### config.mk
export PLATFORM = sky130hd
export DESIGN_NAME = dct_sched
export DESIGN_NICKNAME = d
export VERILOG_FILES = /design/src/rtl/dct_sched.sv
export SDC_FILE = /design/constraint.sdc
export NUM_CORES = 1
export LEC_CHECK = 0
export BUFFER_PORTS_ARGS = -buffer_cell sky130_fd_sc_hd__buf_2
export CORE_MARGIN = 5
export CORE_UTILIZATION = 34
export DETAILED_ROUTE_END_ITERATION = 16
export GPL_ROUTABILITY_DRIVEN = 0
export PLACE_DENSITY = 0.83
export SLEW_MARGIN = 20
export SYNTH_ARGS = -nofsm -noshare
export SYNTH_HDL_FRONTEND = slang
export SYNTH_SLANG_ARGS = --single-unit
### constraint.sdc
create_clock -name clk -period 2.7 [get_ports clk]
set_clock_uncertainty 0.05 [all_clocks]
set_input_delay 0.54 -clock clk [delete_from_list [all_inputs] [get_ports clk]]
set_output_delay 0.54 -clock clk [all_outputs]
set_load 0.01 [all_outputs]
### src/rtl/dct_sched.sv
`default_nettype none
// ============================================================================
//  Module      : dct_sched
//  Description : Round-robin scheduler that shares one free-running 8-point
//                1-D DCT core between two sample requesters. The core takes
//                one sample per cycle on an 8-phase counter and has no
//                handshake. This block keeps a phase counter in lockstep with
//                the core and grants whole 8-sample rounds. It steers the
//                granted requester onto the core input and tags every
//                returned coefficient with its owner and index.
//
//  Optional    : DCT_SCHED_SYNC_CHECK_EN
//                When defined, core_fin is compared against the expected
//                phase every cycle from the second round after reset, and
//                any mismatch sets the sticky sync_err flag. When undefined,
//                sync_err is tied low and core_fin is ignored.
//
//  Ports
//    clk        in   clock, shared with the core
//    rst        in   synchronous active-high reset (also resets the core)
//    req_valid  in   [1:0]  per-requester sample valid
//    req_data0  in   [W-1:0] requester 0 sample
//    req_data1  in   [W-1:0] requester 1 sample
//    req_ready  out  [1:0]  per-requester sample accept
//    core_in    out  [W-1:0] sample driven to the core
//    core_o     in   [W-1:0] coefficient returned by the core
//    core_fin   in   core finish flag (phase-sync check only)
//    out_valid  out  coefficient valid
//    out_data   out  [W-1:0] coefficient (straight from core_o)
//    out_id     out  owning requester of the coefficient
//    out_idx    out  [2:0] coefficient index 0..7
//    out_last   out  high with the index-7 coefficient
//    underrun   out  sticky: granted requester missed a sample
//    sync_err   out  sticky: core phase mismatch
//
//  Revision    : 1.0  initial release
// ============================================================================
module dct_sched #(
    parameter int W = 25
) (
    input  logic         clk,
    input  logic         rst,
    input  logic [1:0]   req_valid,
    input  logic [W-1:0] req_data0,
    input  logic [W-1:0] req_data1,
    output logic [1:0]   req_ready,
    output logic [W-1:0] core_in,
    input  logic [W-1:0] core_o,
    input  logic         core_fin,
    output logic         out_valid,
    output logic [W-1:0] out_data,
    output logic         out_id,
    output logic [2:0]   out_idx,
    output logic         out_last,
    output logic         underrun,
    output logic         sync_err
);

    // ------------------------------------------------------------------------
    // Phase constants
    // ------------------------------------------------------------------------
    localparam logic [2:0] c_PHASE_FIRST = 3'd0;   // first sample of a round
    localparam logic [2:0] c_PHASE_LAST  = 3'd7;   // grant decision phase
    localparam logic [2:0] c_PHASE_FIN   = 3'd1;   // core raises core_fin here

    // ------------------------------------------------------------------------
    // Registered state
    // ------------------------------------------------------------------------
    logic [2:0] r_phase;      // lockstep copy of the core's phase counter
    logic       r_last_gnt;   // requester granted most recently

    // Tag pipeline. Each tag is (valid, owner).
    //   fed    : round currently being fed into the core
    //   done   : round whose samples the core is now transforming
    //   result : round whose coefficients are now on core_o
    logic       r_fed_vld;
    logic       r_fed_id;
    logic       r_done_vld;
    logic       r_done_id;
    logic       r_res_vld;
    logic       r_res_id;

    logic       r_underrun;

    // ------------------------------------------------------------------------
    // Grant decision for the next round (used only at the phase-7 edge)
    // ------------------------------------------------------------------------
    logic       w_gnt_vld;
    logic       w_gnt_id;

    always_comb begin
        w_gnt_vld = 1'b0;
        w_gnt_id  = 1'b0;
        unique case (req_valid)
            2'b01: begin
                w_gnt_vld = 1'b1;
                w_gnt_id  = 1'b0;
            end
            2'b10: begin
                w_gnt_vld = 1'b1;
                w_gnt_id  = 1'b1;
            end
            2'b11: begin
                // Tie: the requester that did not win last time goes next.
                w_gnt_vld = 1'b1;
                w_gnt_id  = ~r_last_gnt;
            end
            default: begin
                w_gnt_vld = 1'b0;
                w_gnt_id  = 1'b0;
            end
        endcase
    end

    // ------------------------------------------------------------------------
    // Core input steering (from registered grant only, so req_ready has no
    // path from req_valid)
    // ------------------------------------------------------------------------
    logic         w_own_valid;   // granted requester is presenting a sample
    logic [W-1:0] w_own_data;

    assign w_own_valid = r_fed_vld & req_valid[r_fed_id];
    assign w_own_data  = r_fed_id ? req_data1 : req_data0;

    always_comb begin
        req_ready = 2'b00;
        if (r_fed_vld) begin
            req_ready = r_fed_id ? 2'b10 : 2'b01;
        end
    end

    // A granted requester that misses a slot injects zero into the core; the
    // round still runs to completion because the core cannot be stalled.
    assign core_in = w_own_valid ? w_own_data : '0;

    // ------------------------------------------------------------------------
    // Phase counter, tag pipeline and underrun flag
    // ------------------------------------------------------------------------
    always_ff @(posedge clk) begin
        if (rst) begin
            r_phase    <= c_PHASE_FIRST;
            r_last_gnt <= 1'b1;
            r_fed_vld  <= 1'b0;
            r_fed_id   <= 1'b0;
            r_done_vld <= 1'b0;
            r_done_id  <= 1'b0;
            r_res_vld  <= 1'b0;
            r_res_id   <= 1'b0;
            r_underrun <= 1'b0;
        end else begin
            r_phase <= r_phase + 3'd1;

            if (r_phase == c_PHASE_LAST) begin
                // Round boundary: the round just fed moves to "done" and the
                // fresh grant becomes the round to feed next.
                r_done_vld <= r_fed_vld;
                r_done_id  <= r_fed_id;
                r_fed_vld  <= w_gnt_vld;
                r_fed_id   <= w_gnt_id;
                if (w_gnt_vld) begin
                    r_last_gnt <= w_gnt_id;
                end
            end

            // Coefficient 0 of a round appears one cycle after the following
            // round's phase-0 sample, so the result tag lags by one phase.
            if (r_phase == c_PHASE_FIRST) begin
                r_res_vld <= r_done_vld;
                r_res_id  <= r_done_id;
            end

            if (r_fed_vld && !req_valid[r_fed_id]) begin
                r_underrun <= 1'b1;
            end
        end
    end

    assign underrun = r_underrun;

    // ------------------------------------------------------------------------
    // Result tagging. While the result tag is live, phase p carries
    // coefficient p-1 (mod 8): phases 1..7 then 0 give indices 0..7.
    // ------------------------------------------------------------------------
    logic [2:0] w_res_idx;

    assign w_res_idx = r_phase - 3'd1;

    assign out_data  = core_o;
    assign out_valid = r_res_vld;
    assign out_id    = r_res_vld & r_res_id;
    assign out_idx   = r_res_vld ? w_res_idx : 3'd0;
    assign out_last  = r_res_vld & (r_phase == c_PHASE_FIRST);

    // ------------------------------------------------------------------------
    // Optional core phase-sync check
    // ------------------------------------------------------------------------
`ifdef DCT_SCHED_SYNC_CHECK_EN
    logic r_chk_en;     // set once round 0 is over; the core's first round
                        // after reset has no defined finish flag
    logic r_sync_err;
    logic w_fin_exp;

    assign w_fin_exp = (r_phase == c_PHASE_FIN);

    always_ff @(posedge clk) begin
        if (rst) begin
            r_chk_en   <= 1'b0;
            r_sync_err <= 1'b0;
        end else begin
            if (r_phase == c_PHASE_LAST) begin
                r_chk_en <= 1'b1;
            end
            if (r_chk_en && (core_fin != w_fin_exp)) begin
                r_sync_err <= 1'b1;
            end
        end
    end

    assign sync_err = r_sync_err;
`else
    logic w_unused_core_fin;

    assign w_unused_core_fin = core_fin;
    assign sync_err          = 1'b0;
`endif

endmodule
`default_nettype wire

# [Word-level counts from Yosys, hierarchy flattened]
# Cells that the tools add are included.
# Widths: inputs -> output; s select.
[op_classes] n_addsub=2 muxes=9 magnitude_cmp=1 n_eq_ne=4 n_reduce_logical=5 n_bitwise=4
[ops] cell="$mux 25" n=2
[ops] cell="$eq 2x2->1 const B" n=2
[ops] cell="$mux 2" n=2
[ops] cell="$add 3x1->3 const B" n=1
[ops] cell="$and 1x1->1" n=3
[ops] cell="$eq 3x3->1 const B" n=1
[ops] cell="$logic_not 3->1" n=1
[ops] cell="$mux 1" n=3
[ops] cell="$mux 3" n=1
[ops] cell="$reduce_or 3->1" n=1
[ops] cell="$sub 3x1->3 const B" n=1
[ops] cell="$eq 2x1->1 const B" n=1
[ops] cell="$lt 1x2->1 const B" n=1
[ops] cell="$pmux 1 s2" n=1
[ops] cell="$reduce_and 2->1" n=1
[ops] cell="$logic_and 1x1->1" n=1
[ops] cell="$logic_not 1->1" n=1
[ops] cell="$not 1->1" n=1
[totals] ff_bits=11

# [Depth between registers and ports, before layout]
# Gate-level depths: netlist of run 1.
[depth] word_depth=4 depth_mapped=6 ltp_nobuf=5

# [Least setup slack after synthesis of run 1]
# No wires, ideal clock.
[synth_path] path_type="input to output" startpoint="input port req_valid[0]" endpoint="output port core_in[10]" t_arrival_ps=1232 path_slack_ps=878 path_buffers=2 path_stages=5 path_cell_list="nor2b_1 buf_2 buf_2 a22oi_1 nor2b_1"
[synth_between] elab_chain_len=4
[synth_rtl] item="start, declared" line="43" source="input logic [1:0] req_valid,"
[synth_rtl] item="$mux 1 (implied by the code) (2 in series)" line="122" source="assign w_own_valid = r_fed_vld & req_valid[r_fed_id];"
[synth_rtl] item="$and 1x1->1" line="122"
[synth_rtl] item="$mux 25" line="134" source="assign core_in = w_own_valid ? w_own_data : '0;"
[synth_rtl] item="end, declared" line="47" source="output logic [W-1:0] core_in,"
# No other way between the ends. The select of a mux whose other input is x is not followed.

# [Worst setup path after layout of run 1]
[layout_path] startpoint="input port req_valid[0]" endpoint="output port core_in[20]"
# Same word-level chain as after synthesis.

==> results of run 1 <==
power by group through the flow:
stage                     Combinational (uW)  Sequential [uW]  Clock (uW)
after floorplan                         76.3              172           0
after global placement                  79.7              173           0
final                                   81.4              169         111
after CTS                               82.4              169         118
after detailed placement                81.8              173           0
after global routing                    92.8              170         129
through the flow:
step	hold WS [ns]	utilization	instance area, sq um
floorplan	0.3798	-	1089
global placement	0.3817	0.4385	1339
detailed placement	0.3865	0.4385	1339
CTS	0.3975	0.4475	1366
global route	0.4311	0.4475	1366
finish	0.3923	0.4475	1366
sequential cells by signal (all words and copies together) (netlist names):
name,count
r_res_id,1
r_last_gnt,1
r_phase,3
r_done_vld,1
r_done_id,1
r_fed_vld,1
underrun,1
out_valid,1
r_fed_id,1
Yosys cell counts:
master / count / area (sq um)
conb_1: 1 / 3.750
ha_1: 4 / 50.05
and2_1: 4 / 25.02
inv_1: 4 / 15.01
or2_2: 1 / 6.260
and2_4: 1 / 8.760
buf_2: 5 / 25.02
nor2b_1: 30 / 187.7
a211oi_1: 1 / 7.510
or2b_1: 1 / 7.510
buf_6: 1 / 11.26
mux2i_1: 4 / 40.04
nor2_1: 7 / 26.28
nand2_1: 2 / 7.510
buf_4: 26 / 195.2
nand3_1: 2 / 10.01
dfxtp_1: 11 / 220.2
a31oi_1: 1 / 6.260
a21oi_1: 3 / 15.01
clkbuf_1: 5 / 18.77
a22oi_1: 24 / 180.2
and2b_1: 1 / 7.510
o21ai_0: 1 / 5.000
or3b_1: 1 / 8.760
cell type report:
cell class	instances	area [sq um]	share of cell area
multi-input cells	89	605.6	0.4432
repair buffers	88	442.9	0.3242
flip-flops and latches	11	220.2	0.1612
well taps	44	55.05	0.04029
clock buffers	3	22.52	0.01648
inverters	4	15.01	0.01099
clock inverters	1	5.005	0.003663
kinds of logic (layout without fill, tap and decap cells):
logic type / after synthesis / count (layout) / share of synthesized area
DFF: 11 / 11 / 0.2023
AOI/OAI and AO/OA: 30 / 30 / 0.1965
and+or+nand+nor: 50 / 50 / 0.2713
muxes: 4 / 4 / 0.03678
buffers and inverters: 41 / 96 / 0.2437
other: 1 / 1 / 0.003445
adders and majority gates: 4 / 4 / 0.04598
routing by layer:
metal	track usage	up-vias	wire length, microns
met1	0.1366	511	1058
met5	0	-	0
met2	0.2240	58	1572
li1	-	561	-
met3	0.04216	6	258
met4	0.05076	0	44
worst max-delay path, stage by stage:
cell and delay (ns):
buf_2 0.12, nor2b_2 0.31, buf_4 0.29, a22oi_1 0.10
nor2b_1 0.13, buf_2 0.14
worst paths after layout:
check | start | end | slack (ns)
max reg2reg | r_fed_vld$_SDFFE_PP0N_ | underrun$_SDFFE_PP0P_ | 1.21
min reg2reg | underrun$_SDFFE_PP0P_ | underrun$_SDFFE_PP0P_ | 0.39
max | req_valid[0] | core_in[20] | 0.46
min | underrun$_SDFFE_PP0P_ | underrun$_SDFFE_PP0P_ | 0.39
==> run metrics, run 1 <==
Synthesized Nets=225; most frequent cells in the layout=87 x buf_2, 29 x nor2b_1, 24 x a22oi_1; Comb power frac=0.225; Root Buffer=clkbuf_4; max capacitance violation total=0; post-cts repair resize count=0; DRC viols=0; post-placement cell count=~240; Setup TNS=0 ns; WL per Instance=~12 microns; fin crit period=between 2 and 2.5 ns; worst-case reg-to-reg path depth=2; Slew Limit Fails=0; largest net degree at the start of global routing=31; input/output buffers=87; Finished Layout Cells=240; Filler cells=between 300 and 400; Setup-failing EPs final=0; Nets=around 280; gr usage total=0.1264; clock transition at the registers of the reported paths=0.07 ns; grt total ovfl=0; post-CTS setup buffers=0; HPWL after detailed placement=around 2400 microns; Max H-tree Level=1; post-synthesis instance total=between 100 and 150; CTS buffer count=3; Seq/Total Area, Yosys=0.2023; row count=20; Die Y-Extent=between 60 and 70 microns; DRT Pass-1 Iters=3; WHS Path Cells=2; synth warn=0; Die Wd=~67 microns; HP Class=flip-flop to flip-flop; hold_buf cts=0; Antenna Cells=0; die area=0.004433 sq mm; total routed wirelength=between 2000 and 3000 microns; Post-DRT Antenna Nets=0; final worst slack=approximately 0.46 ns; vias=~1100; critical path arrival=1.65 ns; leakage power=just over 0.0007 uW; area grow syn2layout=25.52%; Via density=4.733; Initial Util=0.3566; startpoint types=input pin; peak supply drop=0.1958 mV; worst-path maximum fanout=19; relative slew slack=0.4808; Clock Power Share=0.307; Clock Sinks=11; first-pass GRT wire length=4409 microns; io pins=140; deepest clock path buffer count=2; Pint=around 270 uW; critical path start-end classification=input pin to output port; DP Worst Slack=0.4574 ns; Distinct cells, synth=24; Net Sw Frac=0.2611; power share of the sequential group=0.468; count of final hold-check violations=0; Worst-Skew Late Latency=0.27 ns; Power Density=about 270 mW/mm^2; share of cells above drive strength 1=0.4847; mapped cell area=0.001089 sq mm; RSZ-0062 raised after global routing=false; outcome=completed; Fmax=roughly 0.45 GHz; switching power total=approximately 95 uW; initial antenna violation count=0; Slew @ Worst Pin=0.7777 ns; Synth Area per Inst=about 7.7 sq um; commonest non-fill, non-tap cell in the layout=buf_2; CTS tree=built; 1st-iter DRT viols=33; WP data required=about 2.1 ns; Final Total Pwr=around 360 uW; Core ar.=0.003053 sq mm; endpoint class of the critical path=output port; final worst-path cycle share=0.8297; vias in the first global route=1042; Yosys reg bits=11
(Power assumes the default switching activity.)
==> run 2, diff against run 1 <==
--- a/config.mk
+++ b/config.mk
@@ -5,12 +5,13 @@
 export SDC_FILE = /design/constraint.sdc
 export NUM_CORES = 1
 export LEC_CHECK = 0
+export ABC_AREA = 1
 export BUFFER_PORTS_ARGS = -buffer_cell sky130_fd_sc_hd__buf_2
 export CORE_MARGIN = 5
-export CORE_UTILIZATION = 34
+export CORE_UTILIZATION = 29
 export DETAILED_ROUTE_END_ITERATION = 16
 export GPL_ROUTABILITY_DRIVEN = 0
-export PLACE_DENSITY = 0.83
+export PLACE_DENSITY = 0.75
 export SLEW_MARGIN = 20
 export SYNTH_ARGS = -nofsm -noshare
 export SYNTH_HDL_FRONTEND = slang
==> constraint.sdc (replaced) <==
create_clock -name clk -period 1.9 [get_ports clk]
set_clock_uncertainty 0.05 [all_clocks]
set_input_delay 0.38 -clock clk [delete_from_list [all_inputs] [get_ports clk]]
set_output_delay 0.38 -clock clk [all_outputs]
set_load 0.01 [all_outputs]
==> run 2 against run 1 <==
- via count is 9.6% higher
- sequential share of layout area down 1.1 points
- non-clock buffer count grew 5
- die area rose by 17%
- setup slack got worse by 0.34 ns
- register-to-register slack worse by 0.54 ns
- combinational power grew 62%
- area after synthesis grew 2.8%
- first-iteration DRC count decreased by 64%
- synthesized cell count increased by 23%
- design area up 7.1%
- critical endpoint is now out_idx[2]
- largest cell class unchanged
- largest power group unchanged
==> run metrics, run 2 <==
commonest non-fill, non-tap cell in the layout=buf_2 (unchanged); Nets=323 (was 281); final worst-path cycle share=0.9344; Seq/Total Area, Yosys=0.1969 (was 0.2023); critical path's top delay family=adder cells (was buffers and inverters); critical path start-end classification=flip-flop to output port (was input pin to output port); Biggest register=r_phase (unchanged); vias=1245 (was 1136); Antenna Cells=0 (unchanged); Synthesized Nets=258 (was 225); share of cells above drive strength 1=0.5000 (was 0.4847); Comb power frac=0.213 (was 0.225); mapped cell area=0.001119 sq mm (was 0.001089 sq mm); main area contributors after synthesis=nand2_1 20%, dfxtp_1 20%, buf_4 18% (was dfxtp_1 20%, buf_4 18%, nor2b_1 17%); RSZ-0062 raised after global routing=false (unchanged); CP bufs+invs=2 (was 3); Clock Power Share=0.383 (was 0.307); grt total ovfl=0 (unchanged); Crit-path slowest cell=dfxtp_1 (was nor2b_2); Synth Area per Inst=6.429 sq um (was 7.720 sq um); clock transition at the registers of the reported paths=0.05 ns (was 0.07 ns); largest net degree at the start of global routing=17 (was 31); Multi-input gate area=596.8 sq um (was 605.6 sq um); Root Buffer=clkbuf_8 (was clkbuf_4); FF-to-FF Start=r_phase[0]$_SDFF_PP0_ (was r_fed_vld$_SDFFE_PP0N_); outcome=completed (unchanged); Distinct cells, synth=16 (was 24); 1st-iter DRT viols=12 (was 33); Setup-failing EPs final=0 (unchanged); fin crit period=between 1.5 and 2 ns; WP data required=1.47 ns (was 2.11 ns); area grow syn2layout=30.76% (was 25.52%); Power Density=422.3 mW/mm^2 (was 265.0 mW/mm^2); power share of the sequential group=0.404 (was 0.468); io pins=140 (unchanged); most frequent cells in the layout=87 x buf_2, 60 x nand2_1, 20 x a21oi_2 (was 87 x buf_2, 29 x nor2b_1, 24 x a22oi_1); WHS Path Cells=2 (unchanged); worst-case reg-to-reg path depth=5 (was 2); r2r endpoint=r_last_gnt$_SDFFE_PP1P_ (was underrun$_SDFFE_PP0P_); hold_ws=0.3407 ns (was 0.3923 ns); Worst Hold Path EP=r_phase[0]$_SDFF_PP0_ (was underrun$_SDFFE_PP0P_); peak supply drop=0.2732 mV (was 0.1958 mV); final worst slack=0.1246 ns (was 0.4597 ns); startpoint types=flip-flop (was input pin); top-count cell post-synth=nand2_1 (was nor2b_1); endpoint class of the critical path=output port (unchanged); initial antenna violation count=0 (unchanged); deepest clock path buffer count=2 (unchanged); worst-path maximum fanout=4 (was 19); die area=0.005199 sq mm (was 0.004433 sq mm); CTS buffer count=3 (unchanged); Filler cells=401 (was 344); Worst-Skew Late Latency=0.24 ns (was 0.27 ns); input/output buffers=87 (unchanged); Largest register FFs=3 (unchanged); vias in the first global route=1174 (was 1042); Via density=4.353 (was 4.733); register area=220.2 sq um (unchanged); Initial Util=0.3033 (was 0.3566); min-delay src=rst (was underrun$_SDFFE_PP0P_); setup slack on the worst flop-to-flop path=0.67 ns (was 1.21 ns); top cell type's share of synthesized area=0.2013 (was 0.2023); critical path arrival=1.35 ns (was 1.65 ns); Post-DRT Antenna Nets=0 (unchanged); CP max stage delay=0.37 ns (was 0.31 ns); gr usage total=0.1143 (was 0.1264); Pint=458.0 uW (was 267.6 uW); total routed wirelength=3097 microns (was 2934 microns); Slew Limit Fails=0 (unchanged); asr flop ratio synth=0 (unchanged); Top cell by count, worst path=ha_1 (was buf_2); Die Y-Extent=72.11 microns (was 66.58 microns); post-synthesis instance total=174 (was 141); hold_buf cts=0 (unchanged); HPWL after detailed placement=2531 microns (was 2366 microns); most frequent cells after synthesis=60 x nand2_1, 27 x buf_4, 20 x a21oi_2, 14 x inv_1, 11 x dfxtp_1 (was 30 x nor2b_1, 26 x buf_4, 24 x a22oi_1, 11 x dfxtp_1, 7 x nor2_1); CP cell instances=inv_1 > ha_1 > ha_1 > nor2_1 > buf_2 (was buf_2 > nor2b_2 > buf_4 > a22oi_1 > nor2b_1 > buf_2); Clock Sinks=11 (unchanged); CTS tree=built (unchanged); Max H-tree Level=1 (unchanged); synth warn=0 (unchanged); Die Wd=72.11 microns (was 66.58 microns); Net Sw Frac=0.2585 (was 0.2611); leakage power=0.0008316 uW (was 0.0007237 uW); count of final hold-check violations=0 (unchanged); Yosys reg bits=11 (unchanged); DRC viols=0 (unchanged); first-pass GRT wire length=4878 microns (was 4409 microns); max capacitance violation total=0 (unchanged); HP Class=input pin to flip-flop (was flip-flop to flip-flop); DRT Pass-1 Iters=4 (was 3); row count=22 (was 20); final core occ=0.3965 (was 0.4475); post-CTS setup buffers=0 (unchanged); Post-synth EDFFs=0 (unchanged); Fmax=0.5632 GHz; post-cts repair resize count=0 (unchanged); WL per Instance=10.83 microns (was 12.23 microns); Yosys top cell by area=nand2_1 (was dfxtp_1); switching power total=159.6 uW (was 94.54 uW); Core ar.=0.003689 sq mm (was 0.003053 sq mm); DP Worst Slack=0.2783 ns (was 0.4574 ns); Primary FF master, synth=dfxtp_1 (unchanged); Setup TNS=0 ns (unchanged)
-- run 2: changes by cell type after synthesis, moves of 2 or more --
cell / previous run / this run
a21oi_1: 3 / 10
a21oi_2: 0 / 20
a22oi_1: 24 / 0
and2_1: 4 / 0
clkbuf_1: 5 / 0
inv_1: 4 / 14
mux2i_1: 4 / 0
nand2_1: 2 / 60
nand2_2: 0 / 2
nand3_1: 2 / 4
nor2_1: 7 / 9
nor2b_1: 30 / 0
o21ai_0: 1 / 4
-- run 2: area by class of cell --
cell class / instances / share of cell area
multi-input cells: 115 / 0.4080
inverters: 15 / 0.03849
clock buffers: 4 / 0.03080
well taps: 48 / 0.04106
flip-flops and latches: 11 / 0.1506
repair buffers: 93 / 0.3311
-- run 2: metal layers --
| metal | GRT usage | up-vias | wire, microns |
|---|---|---|---|
| met5 | 0 | - | 0 |
| met4 | 0.06054 | 0 | 51 |
| met3 | 0.03324 | 5 | 341 |
| met2 | 0.2012 | 57 | 1511 |
| met1 | 0.1223 | 539 | 1193 |
| li1 | - | 644 | - |
-- run 2: worst max path at each step --
stage / slack, ns / end / depth (start not counted) / startpoint
after floorplan: 0.45 / out_idx[2] / 4 / r_phase[0]$_SDFF_PP0_
after CTS: 0.07 / core_in[12] / 7 / r_fed_id$_SDFFE_PP0N_
final: 0.12 / out_idx[2] / 5 / r_phase[0]$_SDFF_PP0_
after global placement: 0.28 / core_in[11] / 7 / req_valid[1]
after global routing: 0.04 / out_idx[2] / 5 / r_phase[0]$_SDFF_PP0_
after detailed placement: 0.28 / core_in[12] / 7 / req_valid[1]
-- run 2: cells by family (layout without fill, tap and decap cells) --
group                    count (synthesis)  in the layout  synth area share
buffers and inverters                   48            112            0.2696
flip-flops                              11             11            0.1969
adder cells (fa/ha/maj)                  4              4           0.04474
AND/OR/NAND/NOR                         75             75            0.2606
other                                    1              1          0.003352
AO/OA/AOI/OAI                           35             35            0.2248
-- run 2: through the flow --
step | cell area [sq um] | std cells | total power (uW)
finish | 1463 | 286 | 617.7
CTS | 1459 | 286 | 628.2
floorplan | 1119 | 174 | 368.0
global placement | 1414 | 282 | 383.6
detailed placement | 1414 | 282 | 387.2
global route | 1463 | 286 | 655.4
-- run 2: power groups by stage --
stage	sequential [uW]	clock [uW]	combinational, uW
floorplan	254	0	114
detailed placement	254	0	133
CTS	250	245	134
global route	250	253	152
global placement	254	0	130
finish	249	237	132
==> run 3, diff against run 2 <==
--- a/config.mk
+++ b/config.mk
@@ -7,11 +7,13 @@
 export LEC_CHECK = 0
 export ABC_AREA = 1
 export BUFFER_PORTS_ARGS = -buffer_cell sky130_fd_sc_hd__buf_2
+export CELL_PAD_IN_SITES_DETAIL_PLACEMENT = 0
+export CELL_PAD_IN_SITES_GLOBAL_PLACEMENT = 2
 export CORE_MARGIN = 5
-export CORE_UTILIZATION = 29
+export CORE_UTILIZATION = 12
 export DETAILED_ROUTE_END_ITERATION = 16
 export GPL_ROUTABILITY_DRIVEN = 0
-export PLACE_DENSITY = 0.75
+export PLACE_DENSITY = 0.74
 export SLEW_MARGIN = 20
 export SYNTH_ARGS = -nofsm -noshare
 export SYNTH_HDL_FRONTEND = slang
==> run 3 against run 2 <==
- design area grew 5.2%
- clock-buffer cell count stayed put
- sequential share of layout area shrank 0.67 points
- global-route usage shrank 5.3 points
- utilization is 23 points lower
- highest routed layer unchanged
==> run metrics, run 3 (synthesized netlist as in run 2, its figures left out) <==
Setup TNS=0 ns (unchanged); Pint=458.3 uW (was 458.0 uW); Net Sw Frac=0.2584 (was 0.2585); deepest clock path buffer count=2 (unchanged); leakage power=0.0008303 uW (was 0.0008316 uW); vias=1222 (was 1245); post-CTS setup buffers=0 (unchanged); die area=0.01135 sq mm (was 0.005199 sq mm); Largest register FFs=3 (unchanged); fin crit period=1.782 ns (was 1.775 ns); Filler cells=1054 (was 401); endpoint class of the critical path=output port (unchanged); Via density=3.501 (was 4.353); commonest non-fill, non-tap cell in the layout=buf_2 (unchanged); Antenna Cells=0 (unchanged); CTS tree=built (unchanged); grt total ovfl=0 (unchanged); Post-DRT Antenna Nets=0 (unchanged); CTS buffer count=3 (unchanged); DP Worst Slack=0.2913 ns (was 0.2783 ns); Nets=323 (unchanged); post-placement cell count=345 (was 282); final core occ=0.1681 (was 0.3965); area grow syn2layout=37.58% (was 30.76%); input/output buffers=87 (unchanged); Max H-tree Level=1 (unchanged); clock transition at the registers of the reported paths=0.05 ns (about the same); RSZ-0062 raised after global routing=false (unchanged); critical path arrival=1.35 ns (about the same); Clock Power Share=0.380 (was 0.383); largest net degree at the start of global routing=16 (was 17); outcome=completed (unchanged); max capacitance violation total=0 (unchanged); Fmax=0.5612 GHz (was 0.5632 GHz); Core ar.=0.009153 sq mm (was 0.003689 sq mm); HP Class=input pin to flip-flop (unchanged); WL per Instance=10.66 microns (was 10.83 microns); Setup-failing EPs final=0 (unchanged); most frequent cells in the layout=87 x buf_2, 60 x nand2_1, 20 x a21oi_2 (unchanged); initial antenna violation count=0 (unchanged); Die Y-Extent=106.5 microns (was 72.11 microns); gr usage total=0.06095 (was 0.1143); critical path start-end classification=flip-flop to output port (unchanged); Worst-Skew Late Latency=0.24 ns (about the same); HPWL after detailed placement=3038 microns (was 2531 microns); Finished Layout Cells=349 (was 286); share of cells above drive strength 1=0.5042 (was 0.5000); total routed wirelength=3722 microns (was 3097 microns); Clock Sinks=11 (unchanged); io pins=140 (unchanged); Biggest register=r_phase (unchanged); peak supply drop=0.3864 mV (was 0.2732 mV); startpoint types=flip-flop (unchanged); Initial Util=0.1222 (was 0.3033); hold_ws=0.3458 ns (was 0.3407 ns); switching power total=159.7 uW (was 159.6 uW); DRT Pass-1 Iters=3 (was 4); row count=35 (was 22); Root Buffer=clkbuf_8 (unchanged); Comb power frac=0.217 (was 0.213); WP data required=1.47 ns (about the same); Die Wd=106.5 microns (was 72.11 microns); worst-path maximum fanout=4 (unchanged); final worst slack=0.1181 ns (was 0.1246 ns); 1st-iter DRT viols=76 (was 12); Slew Limit Fails=0 (unchanged); first-pass GRT wire length=5671 microns (was 4878 microns); vias in the first global route=1166 (was 1174); Power Density=401.6 mW/mm^2 (was 422.3 mW/mm^2); DRC viols=0 (unchanged); final worst-path cycle share=0.9378 (was 0.9344); power share of the sequential group=0.404 (about the same); count of final hold-check violations=0 (unchanged)
[run 3: changes by cell type in the layout (fill, tap and decap cells not counted)]
| cell | change |
|---|---|
| buf_4 | +1 |
| buf_6 | -1 |
| dfxtp_1 | -1 |
| dfxtp_2 | +1 |
[run 3: worst paths after layout]
kind	slack [ns]	cells after the start	end	startpoint
max	0.12	5	out_idx[2]	r_phase[0]$_SDFF_PP0_
min reg2reg	0.40	2	underrun$_SDFFE_PP0P_	underrun$_SDFFE_PP0P_
min	0.35	2	r_fed_id$_SDFFE_PP0N_	rst
max reg2reg	0.64	5	r_last_gnt$_SDFFE_PP1P_	r_phase[0]$_SDFF_PP0_
[run 3: through the flow]
| stage | power [uW] | instance area [sq um] |
|---|---|---|
| 4_1_cts | 630.2 | 1538 |
| 6_report | 618.0 | 1539 |
| 3_3_place_gp | 388.0 | 1493 |
| 5_1_grt | 657.6 | 1539 |
| 3_5_place_dp | 389.1 | 1493 |
| 2_1_floorplan | 368.0 | 1119 |
[run 3: power by group through the flow]
stage | Combinational [uW] | Clock (uW) | Sequential [uW]
floorplan | 114 | 0 | 254
global placement | 134 | 0 | 254
detailed placement | 135 | 0 | 254
CTS | 136 | 244 | 249
global route | 152 | 255 | 251
finish | 134 | 235 | 249
[run 3: per-layer routing]
layer	share of wire	GRT usage	routed length, microns
met3	0.11	0.02125	405
met5	0	0	0
met1	0.44	0.07509	1640
met4	0.0075	0.01553	28
met2	0.44	0.1014	1647
[run 3: area by class of cell]
type,count,area [sq um],area share
Tap cell,111,138.9,0.09024
Multi-Input combinational cell,115,596.8,0.3878
Sequential cell,11,221.5,0.1439
Clock buffer,4,45.04,0.02927
Inverter,15,56.30,0.03659
Timing Repair Buffer,93,480.5,0.3122
[run 3: critical path, cell delays in order, from the launching register on]
cell     delay, ns
dfxtp_1       0.37
inv_1         0.06
ha_1          0.19
ha_1          0.27
nor2_1        0.10
buf_2         0.13
[run 3: repair_timing]
action / 4_1_cts / 5_1_grt
hold buffers: 0 / 0
setup endpoints to repair: 0 / 2
resized for setup: 0 / 1
